[src/rtl/mc_ctrl_fsm.sv]
// Multi-cycle control FSM for the shared single-memory-port CPU datapath.
// Sequences fetch/decode/execute/memory/writeback and traps illegal opcodes and memory timeouts.
//
//   state  | meaning
//   FETCH  | request instruction word; on ready load IR and PC+4
//   DECODE | classify IR; jal/jr complete here
//   EXEC   | ALU operation; beq completes here
//   MEM    | data access for lw/sw; sw completes on ready
//   WB     | GPR write for R-type, ori, lui, lw
//   TRAP   | illegal instruction or memory timeout; left only by reset
module mc_ctrl_fsm #(
  parameter int WAIT_W   = 8,
  parameter int MAX_WAIT = 255
) (
  input  logic       clk,
  input  logic       rst_n,
  input  logic [5:0] opcode,
  input  logic [5:0] funct,
  input  logic       zero,
  input  logic       mem_ready,
  output logic       mem_req,
  output logic       mem_we,
  output logic       ir_we,
  output logic       pc_we,
  output logic [1:0] pc_src,
  output logic       reg_we,
  output logic [1:0] reg_dst,
  output logic [1:0] wd_sel,
  output logic       alu_src_b,
  output logic       ext_op,
  output logic [1:0] alu_op,
  output logic       retire,
  output logic [2:0] state,
  output logic       illegal,
  output logic       timeout
);

  localparam logic [5:0] OP_RTYPE = 6'b000000;
  localparam logic [5:0] OP_JAL   = 6'b000011;
  localparam logic [5:0] OP_BEQ   = 6'b000100;
  localparam logic [5:0] OP_ORI   = 6'b001101;
  localparam logic [5:0] OP_LUI   = 6'b001111;
  localparam logic [5:0] OP_LW    = 6'b100011;
  localparam logic [5:0] OP_SW    = 6'b101011;

  localparam logic [5:0] FN_JR    = 6'b001000;
  localparam logic [5:0] FN_ADDU  = 6'b100001;
  localparam logic [5:0] FN_SUBU  = 6'b100011;

  localparam logic [1:0] PC_SEQ = 2'd0, PC_BR = 2'd1, PC_JMP = 2'd2, PC_REG = 2'd3;
  localparam logic [1:0] DST_RT = 2'd0, DST_RD = 2'd1, DST_RA = 2'd2;
  localparam logic [1:0] WD_ALU = 2'd0, WD_MDR = 2'd1, WD_PC = 2'd2;
  localparam logic [1:0] ALU_ADD = 2'd0, ALU_SUB = 2'd1, ALU_OR = 2'd2, ALU_LUI = 2'd3;

  localparam logic [WAIT_W-1:0] WAIT_MAX = WAIT_W'(MAX_WAIT);

  typedef enum logic [2:0] {
    S_FETCH  = 3'd0,
    S_DECODE = 3'd1,
    S_EXEC   = 3'd2,
    S_MEM    = 3'd3,
    S_WB     = 3'd4,
    S_TRAP   = 3'd7
  } state_t;

  state_t            st;
  logic [WAIT_W-1:0] wait_cnt;

  logic is_rtype, is_addu, is_subu, is_jr, is_ori, is_lui;
  logic is_lw, is_sw, is_beq, is_jal, goes_exec, wait_expired;

  assign is_rtype  = (opcode == OP_RTYPE);
  assign is_addu   = is_rtype && (funct == FN_ADDU);
  assign is_subu   = is_rtype && (funct == FN_SUBU);
  assign is_jr     = is_rtype && (funct == FN_JR);
  assign is_ori    = (opcode == OP_ORI);
  assign is_lui    = (opcode == OP_LUI);
  assign is_lw     = (opcode == OP_LW);
  assign is_sw     = (opcode == OP_SW);
  assign is_beq    = (opcode == OP_BEQ);
  assign is_jal    = (opcode == OP_JAL);
  assign goes_exec = is_addu || is_subu || is_ori || is_lui || is_lw || is_sw || is_beq;

  // mem_ready in the expiring cycle still completes the access normally
  assign wait_expired = !mem_ready && (wait_cnt == WAIT_MAX);

  assign state = st;

  always_ff @(posedge clk or negedge rst_n) begin
    if (!rst_n) begin
      st       <= S_FETCH;
      wait_cnt <= '0;
      illegal  <= 1'b0;
      timeout  <= 1'b0;
    end else begin
      case (st)
        S_FETCH: begin
          if (mem_ready) begin
            st       <= S_DECODE;
            wait_cnt <= '0;
          end else if (wait_expired) begin
            st       <= S_TRAP;
            timeout  <= 1'b1;
            wait_cnt <= '0;
          end else begin
            wait_cnt <= wait_cnt + 1'b1;
          end
        end
        S_DECODE: begin
          wait_cnt <= '0;
          if (is_jal || is_jr) begin
            st <= S_FETCH;
          end else if (goes_exec) begin
            st <= S_EXEC;
          end else begin
            st      <= S_TRAP;
            illegal <= 1'b1;
          end
        end
        S_EXEC: begin
          wait_cnt <= '0;
          if (is_beq)             st <= S_FETCH;
          else if (is_lw || is_sw) st <= S_MEM;
          else                    st <= S_WB;
        end
        S_MEM: begin
          if (mem_ready) begin
            st       <= is_lw ? S_WB : S_FETCH;
            wait_cnt <= '0;
          end else if (wait_expired) begin
            st       <= S_TRAP;
            timeout  <= 1'b1;
            wait_cnt <= '0;
          end else begin
            wait_cnt <= wait_cnt + 1'b1;
          end
        end
        S_WB: begin
          wait_cnt <= '0;
          st       <= S_FETCH;
        end
        S_TRAP: begin
          wait_cnt <= '0;
        end
        default: begin
          wait_cnt <= '0;
          st       <= S_TRAP;
        end
      endcase
    end
  end

  always_comb begin
    mem_req   = 1'b0;
    mem_we    = 1'b0;
    ir_we     = 1'b0;
    pc_we     = 1'b0;
    pc_src    = PC_SEQ;
    reg_we    = 1'b0;
    reg_dst   = DST_RT;
    wd_sel    = WD_ALU;
    alu_src_b = 1'b0;
    ext_op    = 1'b0;
    alu_op    = ALU_ADD;
    retire    = 1'b0;
    case (st)
      S_FETCH: begin
        mem_req = 1'b1;
        if (mem_ready) begin
          ir_we = 1'b1;
          pc_we = 1'b1;
        end
      end
      S_DECODE: begin
        if (is_jal) begin
          pc_we   = 1'b1;
          pc_src  = PC_JMP;
          reg_we  = 1'b1;
          reg_dst = DST_RA;
          wd_sel  = WD_PC;
          retire  = 1'b1;
        end else if (is_jr) begin
          pc_we  = 1'b1;
          pc_src = PC_REG;
          retire = 1'b1;
        end
      end
      S_EXEC: begin
        if (is_subu) begin
          alu_op = ALU_SUB;
        end else if (is_ori) begin
          alu_op    = ALU_OR;
          alu_src_b = 1'b1;
        end else if (is_lui) begin
          alu_op    = ALU_LUI;
          alu_src_b = 1'b1;
        end else if (is_lw || is_sw) begin
          alu_src_b = 1'b1;
          ext_op    = 1'b1;
        end else if (is_beq) begin
          alu_op = ALU_SUB;
          ext_op = 1'b1;
          pc_src = PC_BR;
          pc_we  = zero;
          retire = 1'b1;
        end
      end
      S_MEM: begin
        mem_req = 1'b1;
        mem_we  = is_sw;
        retire  = is_sw && mem_ready;
      end
      S_WB: begin
        reg_we  = 1'b1;
        retire  = 1'b1;
        reg_dst = is_rtype ? DST_RD : DST_RT;
        wd_sel  = is_lw ? WD_MDR : WD_ALU;
      end
      default: ;
    endcase
    // While reset is held no architectural write may escape, even if memory answers
    if (!rst_n) begin
      mem_we = 1'b0;
      ir_we  = 1'b0;
      pc_we  = 1'b0;
      reg_we = 1'b0;
      retire = 1'b0;
    end
  end

endmodule

[config.mk]
export PLATFORM = sky130hd
export DESIGN_NAME = mc_ctrl_fsm
export DESIGN_NICKNAME = d
export VERILOG_FILES = /design/src/rtl/mc_ctrl_fsm.sv
export SDC_FILE = /design/constraint.sdc
export NUM_CORES = 1
export LEC_CHECK = 0
export BUFFER_PORTS_ARGS = -buffer_cell sky130_fd_sc_hd__clkbuf_2
export CORE_MARGIN = 2
export CORE_UTILIZATION = 30
export DETAILED_ROUTE_END_ITERATION = 12
export PLACE_DENSITY = 0.55
export SLEW_MARGIN = 40
export SYNTH_ARGS = -nofsm -noshare
export SYNTH_HDL_FRONTEND = slang
export SYNTH_SLANG_ARGS = --single-unit
export TNS_END_PERCENT = 10
[constraint.sdc]
create_clock -name clk -period 5.1 [get_ports clk]
set_clock_uncertainty 0.1 [all_clocks]
set_input_delay 1.02 -clock clk [delete_from_list [all_inputs] [get_ports clk]]
set_output_delay 1.02 -clock clk [all_outputs]
set_load 0.1 [all_outputs]
# Word level (Yosys, flattened, before mapping)
# Index checks and enable logic that the tools add are counted.
# W data, S select, Z words.
[totals]
input_bits = 16
out_inout_bits = 21
ff_bits = 13
wordCells = 106
[classes]
mux = 64
add_sub_neg = 1
bitwise_logic = 3
n_reduce_logical = 19
eq_ne = 15
[op_table]
columns = ["op", "n"]
rows = [
  ["$mux W1", 39],
  ["$eq A6 B6 Y1 const B", 4],
  ["$mux W3", 8],
  ["$mux W8", 3],
  ["$eq A6 B4 Y1 const B", 3],
  ["$pmux W3 S6", 1],
  ["$mux W2", 7],
  ["$pmux W2 S2", 3],
  ["$add A8 B1 Y8 const B", 1],
  ["$eq A8 B8 Y1 const B", 1],
  ["$logic_or A1 B1 Y1", 8],
  ["$eq A3 B2 Y1 const B", 2],
  ["$eq A3 B3 Y1 const B", 2],
  ["$eq A6 B2 Y1 const B", 1],
  ["$eq A6 B3 Y1 const B", 1],
  ["$logic_not A6 Y1", 1],
  ["$reduce_and A3 Y1", 2],
  ["$logic_and A1 B1 Y1", 5],
  ["$pmux W1 S4", 1],
  ["$eq A3 B1 Y1 const B", 1],
  ["$logic_not A3 Y1", 1],
  ["$not A1 Y1", 3],
  ["$pmux W1 S3", 1],
  ["$pmux W1 S2", 1],
  ["2 further kinds", 2],
]

# Longest topological paths before layout
# Gate-level depths: netlist (run 1).
[depth]
depth_word = 11
depth_mapped = 5
mapped_depth_nobuf = 5

# Worst setup path before layout (run 1)
# Ideal clock, no wire load.
[synth_path]
path_type = "in2out"
from = "input port opcode[3]"
to = "output port reg_dst[0]"
n_path_buf = 1
arrival_ps = 4664
cell_stages = 3
t_required_ps = 3980
slack_ps = -684
cell_sequence = "buf_6 > nor4_4 > nor4b_1"
[synth_between]
elab_chain_len = 3
[synth_lines]
columns = ["element", "line", "text"]
rows = [
  ["start, declared", "17", "input logic [5:0] opcode,"],
  ["$logic_not A6 Y1", "72", "assign is_rtype = (opcode == OP_RTYPE);"],
  ["$mux W1", "216", "reg_dst = is_rtype ? DST_RD : DST_RT;"],
  ["$pmux W2 S2", "166", "case (st)"],
  ["end, declared", "27", "output logic [1:0] reg_dst,"],
]
# No other way between the ends.

# Worst setup path in the final report (run 1)
[layout_path]
from = "input port opcode[3]"
to = "output port pc_we"
[layout_between]
elab_chain_len = 8
word_cells_on_any_way = 19
cone_classes = "eq/ne: 6; mux: 9; reduce/logical: 4"
[layout_lines]
columns = ["element", "line", "text"]
rows = [
  ["$eq A6 B3 Y1 (tied with other cells)", "80", "assign is_beq = (opcode == OP_BEQ);"],
  ["$mux W1 or $logic_or A1 B1 Y1 (tied branches)", "200, 197", ""],
  ["$mux W1", "197", "end else if (is_lw || is_sw) begin"],
  ["$mux W1", "194", "end else if (is_lui) begin"],
  ["$mux W1", "191", "end else if (is_ori) begin"],
  ["$mux W1", "189", "if (is_subu) begin"],
  ["$pmux W1 S3 *", "166", ""],
  ["$mux W1 *", "222", "if (!rst_n) begin"],
  ["end, declared", "24", "output logic pc_we,"],
]
# Mark *: on every way between the ends. The rest lies on a longest branch, timed or not.

==> metrics.yaml, run 1 <==
global_routing:
  grt-ovfl-total: 0
  grt_usage_pct: 14.3
  grt_max_degree: 19
  grt_pass1_vias: 1017
  antenna_found_initial: 0
  grt_pass1_wl_um: 4610
yosys:
  seq_area_frac_synth_pct: 31.3
  avgSynthCellArea_um2: 8.00
  syn_inst: 130
  yosysTopAreaCellShare_pct: 31.3
  synth_cell_types: 43
  async_flop_share_pct: 100
  yosysWarnings: 0
  synth_fp_nets: 147
  synthFlopType: "dfrtp_1"
  synth_area_leaders: "dfrtp_1 31%, nor2_1 5.8%, nand2_1 5.1%"
  synth-edff-count: 0
  syn-cell-area_um2: 1040
  synth.ff_latch_count: 13
  yosysTopAreaCell: "dfrtp_1"
placement:
  place_ws_ns: 1.29
  dp_cells: 205
  gp_congestion: 0.918
  place_area_um2: 1240
  dp_hpwl_um: 2150
  io_buffers: 36
floorplanning:
  die_x_um: 62.9
  rows: 21
  die_y_um: 62.9
  core_area_um2: 3340
  ios: 37
  start_util_pct: 31.2
  dieArea_um2: 3950
detailed_routing:
  ant_nets: 0
  wl_per_cell_um: 13.3
  drcViolationCount: 0
  drt_iter0_markers: 92
  vias: 1085
  via_per_inst: 5.19
  routed_wl_um: 2780
  firstDrtPassIters: 4
timing:
  min_period_ns: 3.83
  setup_tns_ns: 0
  fin_ws_ns: 1.27
  finalHoldViolations: 0
  worst_pin_slew_ns: 0.539
  fin_crit_sh_pct: 75.2
  fmax_mhz: 261
  slew_headroom_pct: 63.8
  setup_viol: 0
  rsz0062_at_grt: "no"
  slew_viol_final: 0
setup_path:
  cp-end-kind: "output pin"
  cp_data_required_time_ns: 3.98
  crit_type: "in2out"
  crit_path_start_kind: "input pin"
  crit_fanout: 10
  worstPathArrival_ns: 2.71
cells_and_area:
  nets: 181
  n_antenna_cell: 0
  instances_no_fill: 209
  fill_cells: 354
  area_growth_pct: 21.7
  design_area_um2: 1260
  drive_above_1_share_pct: 29.4
clock_tree:
  post_cts_resized: 0
  clock_sinks: 13
  cts_root_buf: "clkbuf_4"
  cts_tree: "done"
  numCtsBuffers: 3
  path_clk_slew_ns: 0.08
  postCtsSetupBuffers: 0
  hold_buffers: 0
  clk_latency_ns: 0.28
  cts_buffer_depth: 2
  htreeDepth: 1
min_path:
  hp-class: "reg2reg"
pwr:
  p_per_area_nw_per_um2: 152
  vdd.ir_drop.worst_mv: 0.131
  power_leakage_uw: 0.000548
run:
  max_cap_violations: 0
outcome:
  outcome: "completed"
[metal layers]
metal / GRT usage, % / share of wire, % / routed length [µm] / up-vias
met3: 1.80 / 3.8 / 106 / 5
met2: 23.8 / 49 / 1370 / 32
met1: 18.2 / 45 / 1250 / 505
li1: - / - / - / 543
met4: 6.94 / 1.8 / 51 / 0
met5: 0 / 0 / 0 / -
[cells by family after synthesis]
family	count (synthesis)	synth area share (%)
adders and majority gates	1	1.20
buffers and inverters	12	6.14
and+or+nand+nor	73	40.3
xor gates and xnor gates	6	5.05
DFF	13	31.3
AOI/OAI and AO/OA	25	16.0
[through the flow]
step	power [µW]	hold slack [ns]	utilization [%]
detailed placement	132	0.347	37.1
global placement	131	0.345	37.1
finish	193	0.359	37.9
floorplan	120	0.372	-
global route	202	0.378	37.9
CTS	195	0.365	37.9
[layout make-up]
type                    instances  area, µm²  share of cell area, %
inverters                       5       18.8                   1.48
clock buffers                   4       26.3                   2.08
well taps                      46       57.6                   4.55
multi-input cells             105        657                   51.9
flip-flops and latches         13        325                   25.7
repair buffers                 36        180                   14.2
[cells in the mapped netlist, types with 2 or more instances]
library cell,number
a21oi_1,6
nor4_1,2
nand4b_1,2
nand2_1,14
inv_1,5
dfrtp_1,13
nor3_1,5
and3_1,3
o21ai_0,5
o211ai_1,3
nor2_1,16
buf_2,3
buf_4,2
nor4b_1,2
nand3_1,9
nand2b_1,3
xor2_1,5
nand3b_1,2
a211o_1,2
nand4_1,5
[power breakdown]
group | total [µW] | switching (µW) | internal [µW]
combinational | 25.9 | 17.5 | 8.37
clock | 63.2 | 32.8 | 30.4
sequential | 103 | 0.150 | 103
total | 193 | 50.5 | 142
[critical path: stages]
cell and delay (ns):
clkbuf_2 0.18, nor4_4 0.45, nand3_1 0.22, a21oi_2 0.23
o21ba_1 0.16, clkbuf_2 0.45
[layout by cell type (no fill, tap or decap), drive strengths merged, types with 2 or more instances in the layout]
cell type,synthesis,routed
o21ai,6,6
nor3,5,5
nor2,16,16
nand2,14,14
or2,2,2
o211ai,3,3
nand4b,2,2
dfrtp,13,13
nand2b,3,3
nand3b,2,2
nor4b,3,3
clkbuf,1,40
nand4,5,5
nor4,4,4
inv,5,5
xor2,5,5
a21oi,7,7
and3,3,3
a211o,2,2
nand3,10,10
[state kept, by name, summed over array words and instances, names as in the netlist]
| register | count |
|---|---|
| illegal | 1 |
| state | 3 |
| timeout | 1 |
| wait_cnt | 8 |
[path summary, 6_finish.rpt]
kind	slack, ns	depth (start not counted)	start	end
max	1.27	6	opcode[3]	pc_we
min	0.36	1	timeout$_DFFE_PN0P_	timeout$_DFFE_PN0P_
max reg2reg	3.20	4	state[1]$_DFFE_PN0P_	wait_cnt[5]$_DFF_PN0_
min reg2reg	0.36	1	timeout$_DFFE_PN0P_	timeout$_DFFE_PN0P_
max in group asynchronous	4.04	1	rst_n	illegal$_DFFE_PN0P_
min in group asynchronous	0.56	1	rst_n	wait_cnt[3]$_DFF_PN0_
Note: power is estimated with default switching activity, not from simulation.
==> inputs of run 2 (changes only) <==
==> constraint.sdc (replaced) <==
create_clock -name clk -period 4 [get_ports clk]
set_clock_uncertainty 0.1 [all_clocks]
set_input_delay 0.8 -clock clk [delete_from_list [all_inputs] [get_ports clk]]
set_output_delay 0.8 -clock clk [all_outputs]
set_load 0.1 [all_outputs]
==> run 2 against run 1 <==
Sequential cell count stayed put. Register-to-register slack worse by 1.1 ns. Utilization is 0.22 points higher. Final cell count is 0.48% higher. Wire length up 2.1%. Combinational power grew 31%. Sequential share of layout area is 0.15 points lower. Largest power group unchanged. Largest cell class unchanged. Clock power rose by 26%. Sequential power grew 28%. Critical endpoint is now reg_we. Highest routed layer unchanged.
==> metrics.yaml, run 2 (same netlist as run 1, synthesis figures left out) <==
timing:
  setup_viol: 0  # unchanged
  min_period_ns: 3.39
  finalHoldViolations: 0  # unchanged
  fin_ws_ns: 0.612  # was 1.27 ns
  slew_headroom_pct: 63.8  # about the same
  fmax_mhz: 295
  fin_crit_sh_pct: 84.7
  worst_pin_slew_ns: 0.545  # was 0.539 ns
  slew_viol_final: 0  # unchanged
  rsz0062_at_grt: "no"  # unchanged
clock_tree:
  post_cts_resized: 0  # unchanged
  clk_latency_ns: 0.27  # was 0.28 ns
  hold_buffers: 0  # unchanged
  clock_sinks: 13  # unchanged
  cts_buffer_depth: 2  # unchanged
  htreeDepth: 1  # unchanged
  path_clk_slew_ns: 0.08  # about the same
  cts_root_buf: "clkbuf_4"  # unchanged
  postCtsSetupBuffers: 0  # unchanged
  cts_tree: "done"  # unchanged
  numCtsBuffers: 3  # unchanged
outcome:
  outcome: "completed"  # unchanged
setup_path:
  crit_path_cell_trace: "clkbuf_2 > nor4_4 > nand3_1 > o21ai_0 > and3_1 > clkbuf_2"  # was clkbuf_2 > nor4_4 > nand3_1 > a21oi_2 > o21ba_1 > clkbuf_2
  cp-end-kind: "output pin"  # unchanged
  crit_slowest_cell: "nor4_4"  # unchanged
  crit_type: "in2out"  # unchanged
  crit_top_cell: "clkbuf_2"  # unchanged
  worstPathArrival_ns: 2.49  # was 2.71 ns
  crit_path_start_kind: "input pin"  # unchanged
  cp_data_required_time_ns: 3.10  # was 3.98 ns
  critical-path-max-stage-delay_ns: 0.46  # was 0.45 ns
  crit_fanout: 10  # unchanged
global_routing:
  use_met3_pct: 2.16  # was 1.80%
  grt_usage_pct: 14.5  # was 14.3%
  busiest_layer: "met2"  # unchanged
  grt-ovfl-total: 0  # unchanged
  grt_pass1_vias: 1039  # was 1017
  grt_pass1_wl_um: 4710  # was 4610 µm
  antenna_found_initial: 0  # unchanged
  grt_max_degree: 16  # was 19
  met1_usage_pct: 17.9  # was 18.2%
  use_met2_pct: 24.2  # was 23.8%
pwr:
  power_leakage_uw: 0.000552  # was 0.000548 µW
  p_per_area_nw_per_um2: 193  # was 152 nW/µm²
  finalPower_uw: 246  # was 193 µW
  vdd.ir_drop.worst_mv: 0.183  # was 0.131 mV
placement:
  place_area_um2: 1250  # was 1240 µm²
  gp_congestion: 0.924  # was 0.918
  dp_hpwl_um: 2230  # was 2150 µm
  io_buffers: 36  # unchanged
  place_ws_ns: 0.655  # was 1.29 ns
cells_and_area:
  n_antenna_cell: 0  # unchanged
  area_growth_pct: 22.4  # was 21.7%
  layout_commonest_cell: "clkbuf_2"  # unchanged
  nets: 182  # was 181
  design_area_um2: 1270  # was 1260 µm²
  drive_above_1_share_pct: 29.9  # was 29.4%
  final_cell_mix: "36 x clkbuf_2, 16 x nor2_1, 14 x nand2_1, 13 x dfrtp_1, 9 x nand3_1"  # unchanged
  fin_util_pct: 38.1  # was 37.9%
  top_register: "wait_cnt"  # unchanged
  largest_reg_flops: 8  # unchanged
floorplanning:
  die_y_um: 62.9  # unchanged
  ios: 37  # unchanged
  rows: 21  # unchanged
  start_util_pct: 31.2  # unchanged
  die_x_um: 62.9  # unchanged
  core_area_um2: 3340  # unchanged
  dieArea_um2: 3950  # unchanged
run:
  max_cap_violations: 0  # unchanged
detailed_routing:
  drcViolationCount: 0  # unchanged
  drt_iter0_markers: 114  # was 92
  vias: 1112  # was 1085
  routed_wl_um: 2830  # was 2780 µm
  ant_nets: 0  # unchanged
  wl_per_cell_um: 13.5  # was 13.3 µm
  firstDrtPassIters: 4  # unchanged
  via_per_inst: 5.30  # was 5.19
min_path:
  hp-class: "reg2reg"  # unchanged
[run 2: changes by cell type in the layout (fill, tap and decap cells not counted), sizes merged]
cell  previous run  this run
buf              0         1
[run 2: per-layer routing]
layer	part of all wire (%)	up-vias
met5	0	-
met2	50	32
li1	-	542
met3	3.9	6
met1	44	532
met4	1.8	0
[run 2: metrics by stage]
step                setup TNS, ns  std cells  hold WS (ns)
global placement                0        206         0.345
finish                          0        210         0.365
detailed placement              0        206         0.348
floorplan                   -1.53        130         0.372
CTS                             0        210         0.366
global route                    0        210         0.382
[run 2: cell type report]
cell class | count | area (µm²)
Sequential cell | 13 | 325
Inverter | 5 | 18.8
Fill cell | 355 | 2060
Tap cell | 46 | 57.6
Clock buffer | 4 | 26.3
Multi-Input combinational cell | 105 | 657
Timing Repair Buffer | 37 | 188
[run 2: report_power, final]
group	switching, µW	internal (µW)	total (µW)
logic	22.6	11.3	33.9
clock network	40.9	38.7	79.6
registers	0.199	132	132
[run 2: worst paths after layout]
path                                      startpoint                     to  slack, ns  cells after the start
worst max-delay path                       opcode[3]                 reg_we       0.61                      6
worst min-delay path             timeout$_DFFE_PN0P_    timeout$_DFFE_PN0P_       0.36                      1
worst max register to register  state[1]$_DFFE_PN0P_  wait_cnt[5]$_DFF_PN0_       2.12                      4
worst min register to register   timeout$_DFFE_PN0P_    timeout$_DFFE_PN0P_       0.36                      1
max in group asynchronous                      rst_n  wait_cnt[7]$_DFF_PN0_       3.19                      2
min in group asynchronous                      rst_n  wait_cnt[2]$_DFF_PN0_       0.45                      2
[run 2: worst max-delay path: cells and delay by family]
kind | cells | cell delay [ns]
AND/OR/NAND/NOR | 3 | 0.84
buffers and inverters | 2 | 0.63
AO/OA/AOI/OAI | 1 | 0.21
